==> src/rtl/seg_display_arbiter_if.sv <==
// Display-sharing bus between the per-mode display sources and the arbiter.
// Sources supply requests and frame contents; the arbiter returns grant status and the scanned pins.
interface seg_display_arbiter_if #(
   parameter int unsigned NREQ = 4
);
   localparam int unsigned OW = $clog2(NREQ);

   logic [NREQ-1:0]    req;
   logic [NREQ*64-1:0] frame;
   logic [NREQ*8-1:0]  digit_en;
   logic [NREQ-1:0]    grant;
   logic [OW-1:0]      owner;
   logic               busy;
   logic [7:0]         AN;
   logic [7:0]         HEX;

   modport master (
      output req, frame, digit_en,
      input  grant, owner, busy, AN, HEX
   );

   modport slave (
      input  req, frame, digit_en,
      output grant, owner, busy, AN, HEX
   );
endinterface

==> src/rtl/seg_display_arbiter.sv <==
// Round-robin owner of the shared 8-digit seven-segment display, with a minimum hold time,
// a blanking gap on every hand-over, and the digit scan for the current owner.
module seg_display_arbiter #(
   parameter int unsigned NREQ         = 4,
   parameter int unsigned HOLD_TICKS   = 20000,
   parameter int unsigned BLANK_CYCLES = 100,
   parameter int unsigned SCAN_DIV     = 1
) (
   input logic                 clock,
   input logic                 rst,
   seg_display_arbiter_if.slave bus
);
   localparam int unsigned OW = $clog2(NREQ);
   localparam int unsigned HW = (HOLD_TICKS   > 1) ? $clog2(HOLD_TICKS)   : 1;
   localparam int unsigned BW = (BLANK_CYCLES > 1) ? $clog2(BLANK_CYCLES) : 1;
   localparam int unsigned PW = (SCAN_DIV     > 1) ? $clog2(SCAN_DIV)     : 1;

   localparam logic [HW-1:0] HOLD_LAST  = HW'(HOLD_TICKS - 1);
   localparam logic [BW-1:0] BLANK_LAST = BW'(BLANK_CYCLES - 1);
   localparam logic [PW-1:0] PRESC_LAST = PW'(SCAN_DIV - 1);
   localparam logic [OW-1:0] OWNER_RST  = OW'(NREQ - 1);

   typedef enum logic [1:0] {IDLE, OWN, SWITCH} state_t;

   state_t         state, state_nxt;
   logic [NREQ-1:0] grant, grant_nxt;
   logic [OW-1:0]  owner, owner_nxt;
   logic           busy, busy_nxt;
   logic [HW-1:0]  hold_cnt, hold_nxt;
   logic [BW-1:0]  blank_cnt, blank_nxt;
   logic [7:0]     an_q, an_nxt;
   logic [7:0]     hex_q, hex_nxt;
   logic [PW-1:0]  presc;
   logic [2:0]     sel;

   logic [NREQ-1:0] above, req_hi, owner_oh;
   logic [OW-1:0]   win, win_lo, win_hi;
   logic            any_req, other_req;

   // Free-running digit scan, independent of arbitration state
   always_ff @(posedge clock or negedge rst) begin
      if (!rst) begin
         presc <= '0;
         sel   <= '0;
      end else if (presc == PRESC_LAST) begin
         presc <= '0;
         sel   <= sel + 3'd1;
      end else begin
         presc <= presc + PW'(1);
      end
   end

   // Round-robin pick: lowest requester above the owner, else lowest overall (owner itself last)
   always_comb begin
      above  = '0;
      win_lo = '0;
      win_hi = '0;
      for (int i = 0; i < int'(NREQ); i++) above[OW'(i)] = (OW'(i) > owner);
      req_hi = bus.req & above;
      for (int i = int'(NREQ) - 1; i >= 0; i--) begin
         if (bus.req[OW'(i)]) win_lo = OW'(i);
         if (req_hi[OW'(i)])  win_hi = OW'(i);
      end
      win       = (req_hi != '0) ? win_hi : win_lo;
      any_req   = (bus.req != '0);
      owner_oh  = {{(NREQ-1){1'b0}}, 1'b1} << owner;
      other_req = ((bus.req & ~owner_oh) != '0);
   end

   always_comb begin
      state_nxt = state;
      grant_nxt = grant;
      owner_nxt = owner;
      hold_nxt  = hold_cnt;
      blank_nxt = blank_cnt;
      an_nxt    = 8'hFF;
      hex_nxt   = 8'hFF;

      case (state)
         IDLE: begin
            grant_nxt = '0;
            if (any_req) begin
               owner_nxt = win;
               grant_nxt = {{(NREQ-1){1'b0}}, 1'b1} << win;
               hold_nxt  = '0;
               state_nxt = OWN;
            end
         end
         OWN: begin
            if (hold_cnt != HOLD_LAST) hold_nxt = hold_cnt + HW'(1);
            // A drop wins over a simultaneous hold expiry; both lead to the same blanking gap
            if (!bus.req[owner] || (other_req && hold_cnt == HOLD_LAST)) begin
               state_nxt = SWITCH;
               grant_nxt = '0;
               blank_nxt = '0;
            end
            an_nxt  = ~(8'h01 << sel) | ~bus.digit_en[{owner, 3'b000} +: 8];
            hex_nxt = bus.frame[{owner, sel, 3'b000} +: 8];
         end
         SWITCH: begin
            grant_nxt = '0;
            if (blank_cnt == BLANK_LAST) begin
               if (any_req) begin
                  owner_nxt = win;
                  grant_nxt = {{(NREQ-1){1'b0}}, 1'b1} << win;
                  hold_nxt  = '0;
                  state_nxt = OWN;
               end else begin
                  state_nxt = IDLE;
               end
            end else begin
               blank_nxt = blank_cnt + BW'(1);
            end
         end
         default: begin
            state_nxt = IDLE;
            grant_nxt = '0;
         end
      endcase

      busy_nxt = (state_nxt != IDLE);
   end

   always_ff @(posedge clock or negedge rst) begin
      if (!rst) begin
         state     <= IDLE;
         grant     <= '0;
         owner     <= OWNER_RST;
         busy      <= 1'b0;
         hold_cnt  <= '0;
         blank_cnt <= '0;
         an_q      <= 8'hFF;
         hex_q     <= 8'hFF;
      end else begin
         state     <= state_nxt;
         grant     <= grant_nxt;
         owner     <= owner_nxt;
         busy      <= busy_nxt;
         hold_cnt  <= hold_nxt;
         blank_cnt <= blank_nxt;
         an_q      <= an_nxt;
         hex_q     <= hex_nxt;
      end
   end

   assign bus.grant = grant;
   assign bus.owner = owner;
   assign bus.busy  = busy;
   assign bus.AN    = an_q;
   assign bus.HEX   = hex_q;
endmodule

==> src/flat_wrapper.sv <==
// flat-port wrapper written by rule: the top's interface ports become plain ports
module seg_display_arbiter_flat 
#(
   parameter int unsigned NREQ         = 4,
   parameter int unsigned HOLD_TICKS   = 20000,
   parameter int unsigned BLANK_CYCLES = 100,
   parameter int unsigned SCAN_DIV     = 1
)
  (clock, rst, bus_req, bus_frame, bus_digit_en, bus_grant, bus_owner, bus_busy, bus_AN, bus_HEX);
  seg_display_arbiter_if #(.NREQ(NREQ)) bus_i ();
  input logic clock;
  input logic rst;
  input wire logic [$bits(bus_i.req)-1:0] bus_req;
  input wire logic [$bits(bus_i.frame)-1:0] bus_frame;
  input wire logic [$bits(bus_i.digit_en)-1:0] bus_digit_en;
  output wire logic [$bits(bus_i.grant)-1:0] bus_grant;
  output wire logic [$bits(bus_i.owner)-1:0] bus_owner;
  output wire logic [$bits(bus_i.busy)-1:0] bus_busy;
  output wire logic [$bits(bus_i.AN)-1:0] bus_AN;
  output wire logic [$bits(bus_i.HEX)-1:0] bus_HEX;
  assign bus_i.req = bus_req;
  assign bus_i.frame = bus_frame;
  assign bus_i.digit_en = bus_digit_en;
  assign bus_grant = bus_i.grant;
  assign bus_owner = bus_i.owner;
  assign bus_busy = bus_i.busy;
  assign bus_AN = bus_i.AN;
  assign bus_HEX = bus_i.HEX;
  seg_display_arbiter #(.NREQ(NREQ), .HOLD_TICKS(HOLD_TICKS), .BLANK_CYCLES(BLANK_CYCLES), .SCAN_DIV(SCAN_DIV)) u_core (.clock(clock), .rst(rst), .bus(bus_i));
endmodule
==> config.mk <==
export PLATFORM = sky130hd
export DESIGN_NAME = seg_display_arbiter_flat
export DESIGN_NICKNAME = d
export VERILOG_FILES = /design/src/rtl/seg_display_arbiter_if.sv /design/src/rtl/seg_display_arbiter.sv /design/src/flat_wrapper.sv
export SDC_FILE = /design/constraint.sdc
export NUM_CORES = 1
export LEC_CHECK = 0
export CORE_AREA = 2 2 122 124
export CTS_CLUSTER_DIAMETER = 120
export DETAILED_ROUTE_END_ITERATION = 12
export DIE_AREA = 0 0 124 126
export PLACE_DENSITY = 0.71
export SLEW_MARGIN = 10
export SYNTH_ARGS = -nofsm -noshare
export SYNTH_HDL_FRONTEND = slang
export SYNTH_SLANG_ARGS = --single-unit
export TNS_END_PERCENT = 20
==> constraint.sdc <==
create_clock -name clock -period 5.4 [get_ports clock]
set_clock_uncertainty 0.2 [all_clocks]
set_input_delay 1.08 -clock clock [delete_from_list [all_inputs] [get_ports clock]]
set_output_delay 1.08 -clock clock [all_outputs]
set_load 0.01 [all_outputs]
* Word-level counts from Yosys, hierarchy flattened
Cells that the tools add are included.
** Word-level totals
- Register bits :: 51
- Input bits :: 294
- Word-level logic and storage cells :: 80
** Operators by class
- Add/sub/neg operators :: 4
- Magnitude comparators :: 3
- Equality and inequality tests :: 9
- Shift-type cells :: 5
- Mux-type cells :: 29
- Bitwise logic cells :: 6
- Reduce and logical (&&, ||, !) cells :: 14
** Operator list (number)
- $shiftx 256x9->8 :: 1
- $mux 15 :: 3
- $pmux 15 s3 :: 1
- $shiftx 32x6->8 :: 1
- $mux 2 :: 10
- $mux 8 :: 2
- $not 8->8 :: 2
- $add 15x1->15 const B :: 1
- $eq 15x15->1 const B :: 1
- $ne 15x15->1 const B :: 1
- $mux 7 :: 2
- $pmux 7 s2 :: 1
- $mux 4 :: 3
- $pmux 4 s3 :: 1
- $reduce_bool 4->1 :: 3
- $or 8x8->8 :: 1
- $shl 1x2->4 const A :: 2
- $shl 1x3->8 const A :: 1
- $add 7x1->7 const B :: 1
- $eq 7x7->1 const B :: 1
- $ne 2x1->1 const B :: 3
- $pmux 2 s3 :: 1
- $reduce_and 3->1 :: 2
- $reduce_bool 2->1 :: 3
- 19 further kinds :: 22

* Longest topological paths before layout
Gate-level depths: netlist (run 1).
- Depth in word-level cells :: 9
- Gate-level depth with buffers :: 10
- Depth with buffers taken out :: 7

* Worst setup path after synthesis (run 1)
No wires, ideal clock.
- Kind :: input to register
- Start point :: input port bus_req[0]
- End point :: register u_core.hold_cnt[9]
- Setup time :: 119 ps
- Arrival time :: 2424 ps
- Required time :: 5081 ps
- Path slack :: 2657 ps
- Stages :: 7
- Path buffers :: 2
- Path through :: nor4_2 nor2b_1 or3_1 buf_2 buf_2 nor4_1 o21a_1
** On the way
- Word-level cells in the longest chain between the ends :: 4
** RTL lines
- start, declared :: RTL line flat_wrapper.sv:13 : input wire logic [$bits(bus_i.req)-1:0] bus_req;
- $reduce_bool 4->1 * :: RTL line seg_display_arbiter.sv:65 : any_req = (bus.req != '0);
- $mux 15 *
- $mux 15
- $pmux 15 s3 *
- end signal, assigned :: RTL line seg_display_arbiter.sv:139 : hold_cnt <= hold_nxt;
- end, declared :: RTL line seg_display_arbiter.sv:29 : logic [HW-1:0] hold_cnt, hold_nxt;
Mark *: on every way between the ends. The rest lies on a longest branch, timed or not. The select of a mux whose other input is x is not followed.
A chain may end at the register's enable or synchronous reset.

* Worst setup path in the final report (run 1)
- Start point :: input port bus_req[0]
- End point :: register u_core.hold_cnt[3]
The elaborated chain is that of the path after synthesis.

==> out/metrics.cfg, run 1 <==
[cts]
clockBufferDepth=2
clock_sinks=48
clk_latency_ns=0.29
clk_pin_slew_worst_paths_ns=0.07
cts_hold_buf=0
cts_setup_buffers=0
cts-buffers-inserted=5
cts_tree=done
cts-resized-gates=0
root_buffer=clkbuf_16
h-tree-depth=2

[drt]
met1_length_um=7670
post_drt_wl_per_cell_um=22.0
firstDrtPassIters=4
num_vias=5088
route.met3.wl_um=1360
route.top_layer_used=met5
met2_length_um=10600
route.detailed.drc=0
routed_via_density=5.59
drt_iter0_drc=314
postRouteAntennaNets=0
drt_wl_total_um=20000

[floorplan]
io-pin-count=317
die_y_um=126
dieArea_um2=15600
initial_core_util_pct=33.0
core-area_um2=14300
die_x_um=124
num_rows=44

[timing]
fmax_ghz=0.294
fin_tns_setup_ns=0
hold_violations=0
fin_crit_sh_pct=63.0
slew-limit-headroom_pct=26.6
tightest_slew_ns=1.10
setup_viol_count_final=0
fin_crit_ns=3.40
slew_viol_final=0
grt_setup_unrepaired=no

[critical_path]
r2r_cells=5
cp_top_family=simple AND/OR/NAND/NOR gates
arrival_ns=3.34
endpoint_kind=flip-flop
cp.required_ns=5.34
path_depth=6
path_buf_inv=1
cp_max_fo=19
crit_path_cell_trace=clkdlybuf4s50_1 > nor4_2 > nor2b_1 > or3_1 > or4_1 > a21oi_1
slowest_stage=nor4_2
max_stage_delay_ns=0.69
reg2reg_from=u_core.bus.owner[1]
setup.worst_path.start_class=input port
path_class=input port to flip-flop
reg2reg_to=u_core.bus.HEX[6]
rrSetupSlack_ns=2.41
startpoint=bus_req[0]
crit_path_end=u_core.hold_cnt[3]

[grt]
grt_pass1_wl_um=29800
grt_pass1_vias=5490
overflow=0
antenna_found_initial=3
grt_start_max_net_pins=76
track_usage_pct=25.2

[synthesis]
synth_edf_count=0
synth.area.top_cells=mux4_2 (31%), dfrtp_1 (16%), dfstp_2 (10%)
synth_top_area_share_pct=31.0
synth_ff_type=dfrtp_1
synth-async-reset-ratio_pct=100
yosysTopAreaCell=mux4_2
ys_warn_count=0
synth-seq-area-share_pct=25.9
ys_seq_elements=48
netlist_area_um2=4720
synth_cells=439
ys_types=61
avgSynthCellArea_um2=10.8

[pwr]
peakVddDrop_v=0.000219
p_sw_uw=618
swShare_pct=35.8
power_frac_comb_pct=49.7
power_density_nw_per_um2=213
p_seq_share_pct=30.1
leakagePower_uw=0.00292
clock_power_share_pct=20.3
internal_power_uw=1110
p_total_uw=1730

[job]
maxCapViolCount=0

[run_status]
status=finished clean

[placement]
port_buffers=314
place_inst=902
gp_congestion=0.914
hpwl_um=16500

[cells_and_area]
layout-drive-gt1-share_pct=15.2
area_delta_synth_final_pct=71.9
fin_cells=911
nNetsFinal=1031
fin_util_pct=56.7

[min_path]
hold_class=flip-flop to flip-flop

-- worst min path at each step --
stage,from,endpoint,cells past startpoint
2_1_floorplan,u_core.blank_cnt[0],u_core.blank_cnt[0],1
4_1_cts,u_core.bus.grant[1],u_core.bus.grant[1],2
3_5_place_dp,u_core.bus.grant[1],u_core.bus.grant[1],2
6_report,u_core.bus.grant[1],u_core.bus.grant[1],2
5_1_grt,u_core.bus.grant[0],u_core.bus.grant[0],2
3_3_place_gp,u_core.bus.grant[1],u_core.bus.grant[1],2
-- cell type report --
class / instances / area, um^2
clock inverters: 2 / 15.0
repair buffers: 317 / 3160
fillers: 1271 / 6200
diodes: 1 / 2.50
multi-input cells: 343 / 3290
clock buffers: 6 / 150
inverters: 10 / 37.5
flip-flops and latches: 48 / 1230
well taps: 184 / 230
-- metal layers --
layer	GRT usage, %	vias to the layer above
li1	-	2337
met1	30.0	2515
met2	45.8	202
met3	5.57	30
met4	5.95	4
met5	0	-
-- power groups by stage --
stage,Clock (uW),Sequential (uW),Combinational (uW)
after floorplan,0,503,434
after global placement,0,524,835
after detailed placement,0,530,852
after CTS,354,524,857
after global routing,369,532,931
final,350,520,858
-- worst register-to-register path, stage by stage, from the launching register on --
cell      delay (ns)
dfstp_2         0.90
buf_4           0.38
nor2b_1         0.69
a22o_1          0.26
a311oi_1        0.06
o311ai_0        0.40
-- synth_stat cells, types with 9 or more instances --
| cell type | count |
|---|---|
| o21ai_0 | 20 |
| dfrtp_1 | 30 |
| mux4_2 | 65 |
| clkbuf_1 | 15 |
| ha_1 | 12 |
| nand3_1 | 26 |
| nor2_1 | 11 |
| mux2i_1 | 18 |
| buf_2 | 16 |
| dfstp_2 | 18 |
| nand4_1 | 9 |
| nand2_1 | 50 |
-- layout by cell type, fill, tap and decap left out, types with 4 or more instances in the layout --
cell,count
nand2b_1,6
nor2_1,11
a22oi_1,6
or3_1,7
nor3_1,5
o2111ai_1,4
nor2b_1,6
o31ai_1,8
clkdlybuf4s50_1,313
a31oi_1,8
ha_1,12
mux2_2,4
clkbuf_16,6
a22o_1,4
nand4_1,9
mux2i_1,18
inv_1,8
o21ai_0,20
nand2_1,50
dfstp_2,18
o22ai_1,7
and3_1,4
mux4_2,65
or4_1,8
nor4_1,5
a21oi_1,8
nand3_1,26
dfrtp_1,28
-- kinds of logic (layout without fill, tap and decap cells) --
family / count (synthesis) / after routing / share of synthesized area (%)
AND/OR/NAND/NOR: 152 / 152 / 17.2
XOR/XNOR: 1 / 1 / 0.186
flip-flops: 48 / 48 / 25.9
AO/OA/AOI/OAI: 88 / 88 / 12.8
multiplexers: 88 / 88 / 36.0
buffers and inverters: 49 / 335 / 4.64
other: 1 / 3 / 0.0795
adder cells (fa/ha/maj): 12 / 12 / 3.18
-- flip-flops by register name (all words and copies together), names as in the netlist, 2 cells and up --
register	count
u_core.bus.HEX	8
u_core.state	2
u_core.hold_cnt	15
u_core.bus.grant	2
u_core.bus.AN	8
u_core.blank_cnt	7
u_core.sel	3
u_core.bus.owner	2
-- per-stage QoR --
| step | setup WS (ns) | instance area (um^2) | hold WS [ns] |
|---|---|---|---|
| after global placement | 1.90 | 7940 | 0.280 |
| after global routing | 1.81 | 8110 | 0.354 |
| final | 2.00 | 8110 | 0.309 |
| after CTS | 2.08 | 8110 | 0.323 |
| after detailed placement | 1.77 | 7940 | 0.289 |
| after floorplan | 2.66 | 4720 | 0.277 |
No activity file was read; power rests on OpenSTA's default activity.
==> inputs of run 2 (changes only) <==
CORE_AREA = 2 2 123 125   (was 2 2 122 124)
DIE_AREA = 0 0 125 127   (was 0 0 124 126)
PLACE_DENSITY = 0.73   (was 0.71)
clock period = 2.7 ns   (was 5.4 ns; I/O delays follow)
==> run 2 against run 1 <==
Effect of this change:
- clock power is 110% higher
- worst hold slack got worse by 0.29 ns
- setup slack got worse by 1.8 ns
- via count rose by 2.3%
- largest power group unchanged
- final area rose by 2.8%
- largest cell class is now buffers
- first-iteration DRC count up 0.96%
- clock-buffer cell count is 1 lower
- global-route usage is 0.61 points higher
- sequential cell count did not move
==> out/metrics.cfg, run 2 (synthesized netlist as in run 1, its figures left out) <==
[grt]
track_usage_pct=25.8  ; +0.61 points
antenna_found_initial=1  ; -2
grt_pass1_vias=5677  ; +3.4%
grt_pass1_wl_um=32000  ; +7.2%
overflow=0  ; unchanged
grt_start_max_net_pins=43  ; -43%

[drt]
num_vias=5203  ; +2.3%
postRouteAntennaNets=0  ; unchanged
drt_wl_total_um=20900  ; +4.5%
post_drt_wl_per_cell_um=22.4  ; +1.9%
routed_via_density=5.57  ; -0.26%
firstDrtPassIters=5  ; +1
route.detailed.drc=0  ; unchanged
drt_iter0_drc=317  ; +0.96%

[cts]
h-tree-depth=2  ; unchanged
clk_latency_ns=0.29  ; about the same
clk_pin_slew_worst_paths_ns=0.07  ; about the same
cts-buffers-inserted=5  ; unchanged
clock_sinks=48  ; unchanged
root_buffer=clkbuf_16
cts_tree=done
cts_setup_buffers=0  ; unchanged
cts_hold_buf=0  ; unchanged
cts-resized-gates=0  ; unchanged
clockBufferDepth=2  ; unchanged

[timing]
fin_tns_setup_ns=0  ; unchanged
fin_crit_ns=2.53
fmax_ghz=0.395
hold_violations=0  ; unchanged
grt_setup_unrepaired=no
slew_viol_final=0  ; unchanged
setup_viol_count_final=0  ; unchanged
slew-limit-headroom_pct=56.9  ; +30 points
tightest_slew_ns=0.643  ; -0.458 ns
fin_crit_sh_pct=93.7

[cells_and_area]
n_antenna_cell=0  ; -1
layout_common_cells=clkdlybuf4s50_1 (313), mux4_2 (65), nand2_1 (50), dfrtp_1 (28), nand3_1 (26)
fillCellCount=1258  ; -1.0%
fin_cells=934  ; +2.5%
nNetsFinal=1055  ; +2.3%
fin_util_pct=57.8  ; +1.1 points
layout-drive-gt1-share_pct=17.7  ; +2.6 points
largest_reg_flops=15  ; unchanged
postLayoutCellArea_um2=8340  ; +2.8%
mostFrequentLayoutCell=clkdlybuf4s50_1
top_register=u_core.hold_cnt
area_delta_synth_final_pct=76.7

[floorplan]
die_x_um=125  ; +0.81%
dieArea_um2=15900  ; +1.6%
core-area_um2=14400  ; +0.77%
num_rows=44  ; unchanged
initial_core_util_pct=32.7  ; -0.25 points
io-pin-count=317  ; unchanged
die_y_um=127  ; +0.79%

[critical_path]
setup.worst_path.start_class=input port
endpoint_kind=flip-flop
path_class=input port to flip-flop
cp.required_ns=2.65  ; -2.69 ns
cp_max_fo=5  ; -14
arrival_ns=2.48  ; -0.86 ns
reg2reg_to=u_core.hold_cnt[11]
r2r_cells=8  ; +3
rrSetupSlack_ns=0.27  ; -2.14 ns
reg2reg_from=u_core.state[0]

[job]
maxCapViolCount=0  ; unchanged

[placement]
gp_congestion=0.917  ; +0.35%
placed_cell_area_um2=8170  ; +2.9%
port_buffers=314  ; unchanged
hpwl_um=17800  ; +7.7%
place_inst=926  ; +2.7%

[pwr]
leakagePower_uw=0.00306  ; +4.5%
peakVddDrop_v=0.000383  ; +75%
power_density_nw_per_um2=432  ; +100%

[min_path]
hold_class=input port to async pin

[run_status]
status=finished clean

## run 2: changes by cell type in the layout (fill, tap and decap cells not counted), sizes merged
cell      change
diode         -1
inv           -2
clkbuf        -1
clkinv        +1
clkinvlp      +1
bufinv        +1
buf          +24
## run 2: worst max path at each step
stage | start | endpoint | slack (ns) | depth (start not counted)
after global placement | bus_req[0] | u_core.hold_cnt[6] | 0.04 | 7
after floorplan | u_core.state[0] | u_core.hold_cnt[3] | 0.37 | 9
final | bus_req[0] | u_core.blank_cnt[5] | 0.17 | 6
after CTS | bus_req[0] | u_core.blank_cnt[5] | 0.19 | 6
after global routing | bus_req[0] | u_core.hold_cnt[11] | 0.07 | 7
after detailed placement | bus_req[0] | u_core.blank_cnt[5] | -0.09 | 6
## run 2: per-layer routing
layer | share of wire [%] | global-route usage [%]
met1 | 39 | 32.1
met2 | 53 | 46.9
met3 | 5.9 | 4.44
met4 | 2.2 | 6.21
met5 | 0 | 0
## run 2: critical path, cell delays in order
cell             delay [ns]
clkdlybuf4s50_1        0.50
or4b_1                 0.56
o22ai_1                0.21
o311a_1                0.30
nand2b_1               0.23
o21ai_0                0.14
## run 2: layout make-up
| cell class | count | area [um^2] | share of cell area [%] |
|---|---|---|---|
| timing repair buffer | 341 | 3390 | 40.7 |
| clock buffer | 5 | 125 | 1.50 |
| sequential | 48 | 1230 | 14.8 |
| multi-input combinational | 343 | 3280 | 39.3 |
| clock inverter | 3 | 42.5 | 0.510 |
| inverter | 10 | 37.5 | 0.450 |
| tap | 184 | 230 | 2.76 |
## run 2: stage by stage
stage	setup slack, ns	hold WS [ns]	total power [uW]
after detailed placement	-0.0885	0.307	2890
after CTS	0.195	0.0264	3620
after global placement	0.0355	0.295	2830
after global routing	0.0739	0.0502	3820
final	0.171	0.0221	3600
after floorplan	0.374	0.0444	1870
## run 2: power by group
part           switching, uW  total (uW)  internal [uW]
sequential              90.9         982            891
clock                    283         719            436
combinational            881        1900           1020
==> inputs of run 3 (changes only) <==
CELL_PAD_IN_SITES_DETAIL_PLACEMENT = 0   (was unset)
CELL_PAD_IN_SITES_GLOBAL_PLACEMENT = 1   (was unset)
CORE_AREA = unset   (was 2 2 123 125)
CORE_ASPECT_RATIO = 1.2   (was unset)
CORE_UTILIZATION = 24   (was unset)
DIE_AREA = unset   (was 0 0 125 127)
PLACE_DENSITY = 0.75   (was 0.73)
==> run 3 against run 2 <==
Effect of this change:
- utilization is 14 points lower
- sequential cell count is the same
- clock power rose by 3%
- final area is 1.2% higher
- first-iteration DRC count shrank 12%
- sequential share of layout area shrank 0.17 points
- largest cell class unchanged
==> out/metrics.cfg, run 3 (synthesized netlist as in run 1, its figures left out) <==
[run_status]
status=finished clean

[placement]
dpl_worst_slack_ns=-0.0594  ; +0.0291 ns
gp_congestion=0.856  ; -6.7%
hpwl_um=17800  ; about the same
port_buffers=314  ; unchanged

[drt]
drt_wl_total_um=20700  ; -0.84%
drt_iter0_drc=279  ; -12%
num_vias=5168  ; -0.67%
postRouteAntennaNets=0  ; unchanged
post_drt_wl_per_cell_um=20.5  ; -8.5%
route.detailed.drc=0  ; unchanged
firstDrtPassIters=4  ; -1
routed_via_density=5.11  ; -8.3%

[floorplan]
num_rows=55  ; +25%
io-pin-count=317  ; unchanged
die_x_um=130  ; +4.0%
die_y_um=156  ; +23%
core-area_um2=19100  ; +32%
initial_core_util_pct=24.8  ; -8.0 points
dieArea_um2=20200  ; +27%

[cts]
cts_tree=done
cts_setup_buffers=0  ; unchanged
clk_pin_slew_worst_paths_ns=0.07  ; about the same
root_buffer=clkbuf_16
cts-resized-gates=0  ; unchanged
cts_hold_buf=1  ; +1
cts-buffers-inserted=5  ; unchanged
clockBufferDepth=2  ; unchanged
clock_sinks=48  ; unchanged
clk_latency_ns=0.30  ; about the same
h-tree-depth=2  ; unchanged

[min_path]
hold_class=flip-flop to flip-flop

[pwr]
power_density_nw_per_um2=429  ; -0.68%
leakagePower_uw=0.00307  ; +0.34%
peakVddDrop_v=0.000392  ; +2.1%

[critical_path]
path_buf_inv=1  ; unchanged
setup.worst_path.start_class=flip-flop
arrival_ns=2.52  ; +0.04 ns
cp_top_family=flip-flops
crit_path_cell_trace=buf_4 > mux4_2 > a22oi_1 > nand4_1 > nand2_1 > nand2_1
cp.required_ns=2.73  ; +0.08 ns
slowest_stage=dfrtp_4
crit_top_cell=nand2_1
path_class=flip-flop to flip-flop
max_stage_delay_ns=0.72  ; +0.16 ns
endpoint_kind=flip-flop
cp_max_fo=26  ; +21

[timing]
slew-limit-headroom_pct=45.1  ; -12 points
slew_viol_final=0  ; unchanged
fmax_ghz=0.402  ; +1.6%
hold_violations=0  ; unchanged
setup_viol_count_final=0  ; unchanged
fin_crit_sh_pct=92.2  ; -1.5 points
fin_crit_ns=2.49  ; -0.0399 ns
grt_setup_unrepaired=no
tightest_slew_ns=0.822  ; +0.179 ns
setup_ws_ns=0.211  ; +0.0399 ns
timing.hold.ws_ns=0.329  ; +0.307 ns

[cells_and_area]
fin_util_pct=44.3  ; -14 points
top_register=u_core.hold_cnt
layout-drive-gt1-share_pct=18.1  ; +0.41 points
nNetsFinal=1060  ; +0.47%
area_delta_synth_final_pct=78.8
largest_reg_flops=15  ; unchanged
layout_common_cells=clkdlybuf4s50_1 (313), mux4_2 (65), nand2_1 (50), buf_4 (30), dfrtp_1 (28)
mostFrequentLayoutCell=clkdlybuf4s50_1

[grt]
track_usage_pct=20.5  ; -5.3 points
grt_start_max_net_pins=36  ; -16%
grt_pass1_wl_um=30700  ; -3.8%
overflow=0  ; unchanged
grt_pass1_vias=5544  ; -2.3%
antenna_found_initial=2  ; +1

[job]
maxCapViolCount=0  ; unchanged

## run 3: changes by cell type in the layout (fill, tap and decap cells not counted), sizes merged
| cell | previous run | this run |
|---|---|---|
| buf | 28 | 32 |
| clkinv | 2 | 1 |
| diode | 0 | 1 |
| dlygate4sd3 | 0 | 1 |
| inv | 9 | 10 |
## run 3: cell type report
cell class	count	area, um^2
Inverter	10	37.5
Clock inverter	3	46.3
Multi-Input combinational cell	343	3280
Fill cell	1790	10600
Tap cell	256	320
Clock buffer	5	125
Timing Repair Buffer	346	3390
Sequential cell	48	1230
Antenna cell	1	2.50
## run 3: where the power goes
| part | switching (uW) | internal (uW) | total [uW] |
|---|---|---|---|
| clock | 298 | 441 | 739 |
| combinational | 894 | 1010 | 1900 |
| sequential | 85.3 | 891 | 976 |
| total | 1280 | 2340 | 3620 |
## run 3: per-layer routing
layer / up-vias / track usage [%] / part of all wire (%)
met1: 2508 / 23.0 / 37
met3: 32 / 3.53 / 6.2
met2: 232 / 38.6 / 54
met4: 0 / 6.70 / 2.8
met5: - / 0 / 0
li1: 2396 / - / -
## run 3: worst register-to-register path, delay by kind of cell, from the launching register on
family,cells,cell delay (ns)
flops,1,0.72
compound gates,1,0.22
buf+inv,1,0.42
mux,1,0.59
simple gates,3,0.26
## run 3: path summary, 6_finish.rpt
path	from	end	slack, ns	depth (start not counted)
worst max-delay path	u_core.sel[0]	u_core.bus.HEX[5]	0.21	6
worst min-delay path	u_core.bus.grant[0]	u_core.bus.grant[0]	0.33	2
worst max register to register	u_core.sel[0]	u_core.bus.HEX[5]	0.21	6
worst min register to register	u_core.bus.grant[0]	u_core.bus.grant[0]	0.33	2
max in group asynchronous	rst	u_core.bus.AN[2]	1.15	3
min in group asynchronous	rst	u_core.blank_cnt[6]	0.48	2
## run 3: through the flow
step	instance area, um^2	TNS, ns	cells	power [uW]
finish	8440	0	1012	3620
global route	8440	0	1012	3870
CTS	8430	0	1011	3660
detailed placement	8250	-0.297	1002	2910
global placement	8250	-0.0160	1002	2880
floorplan	4720	0	440	1870
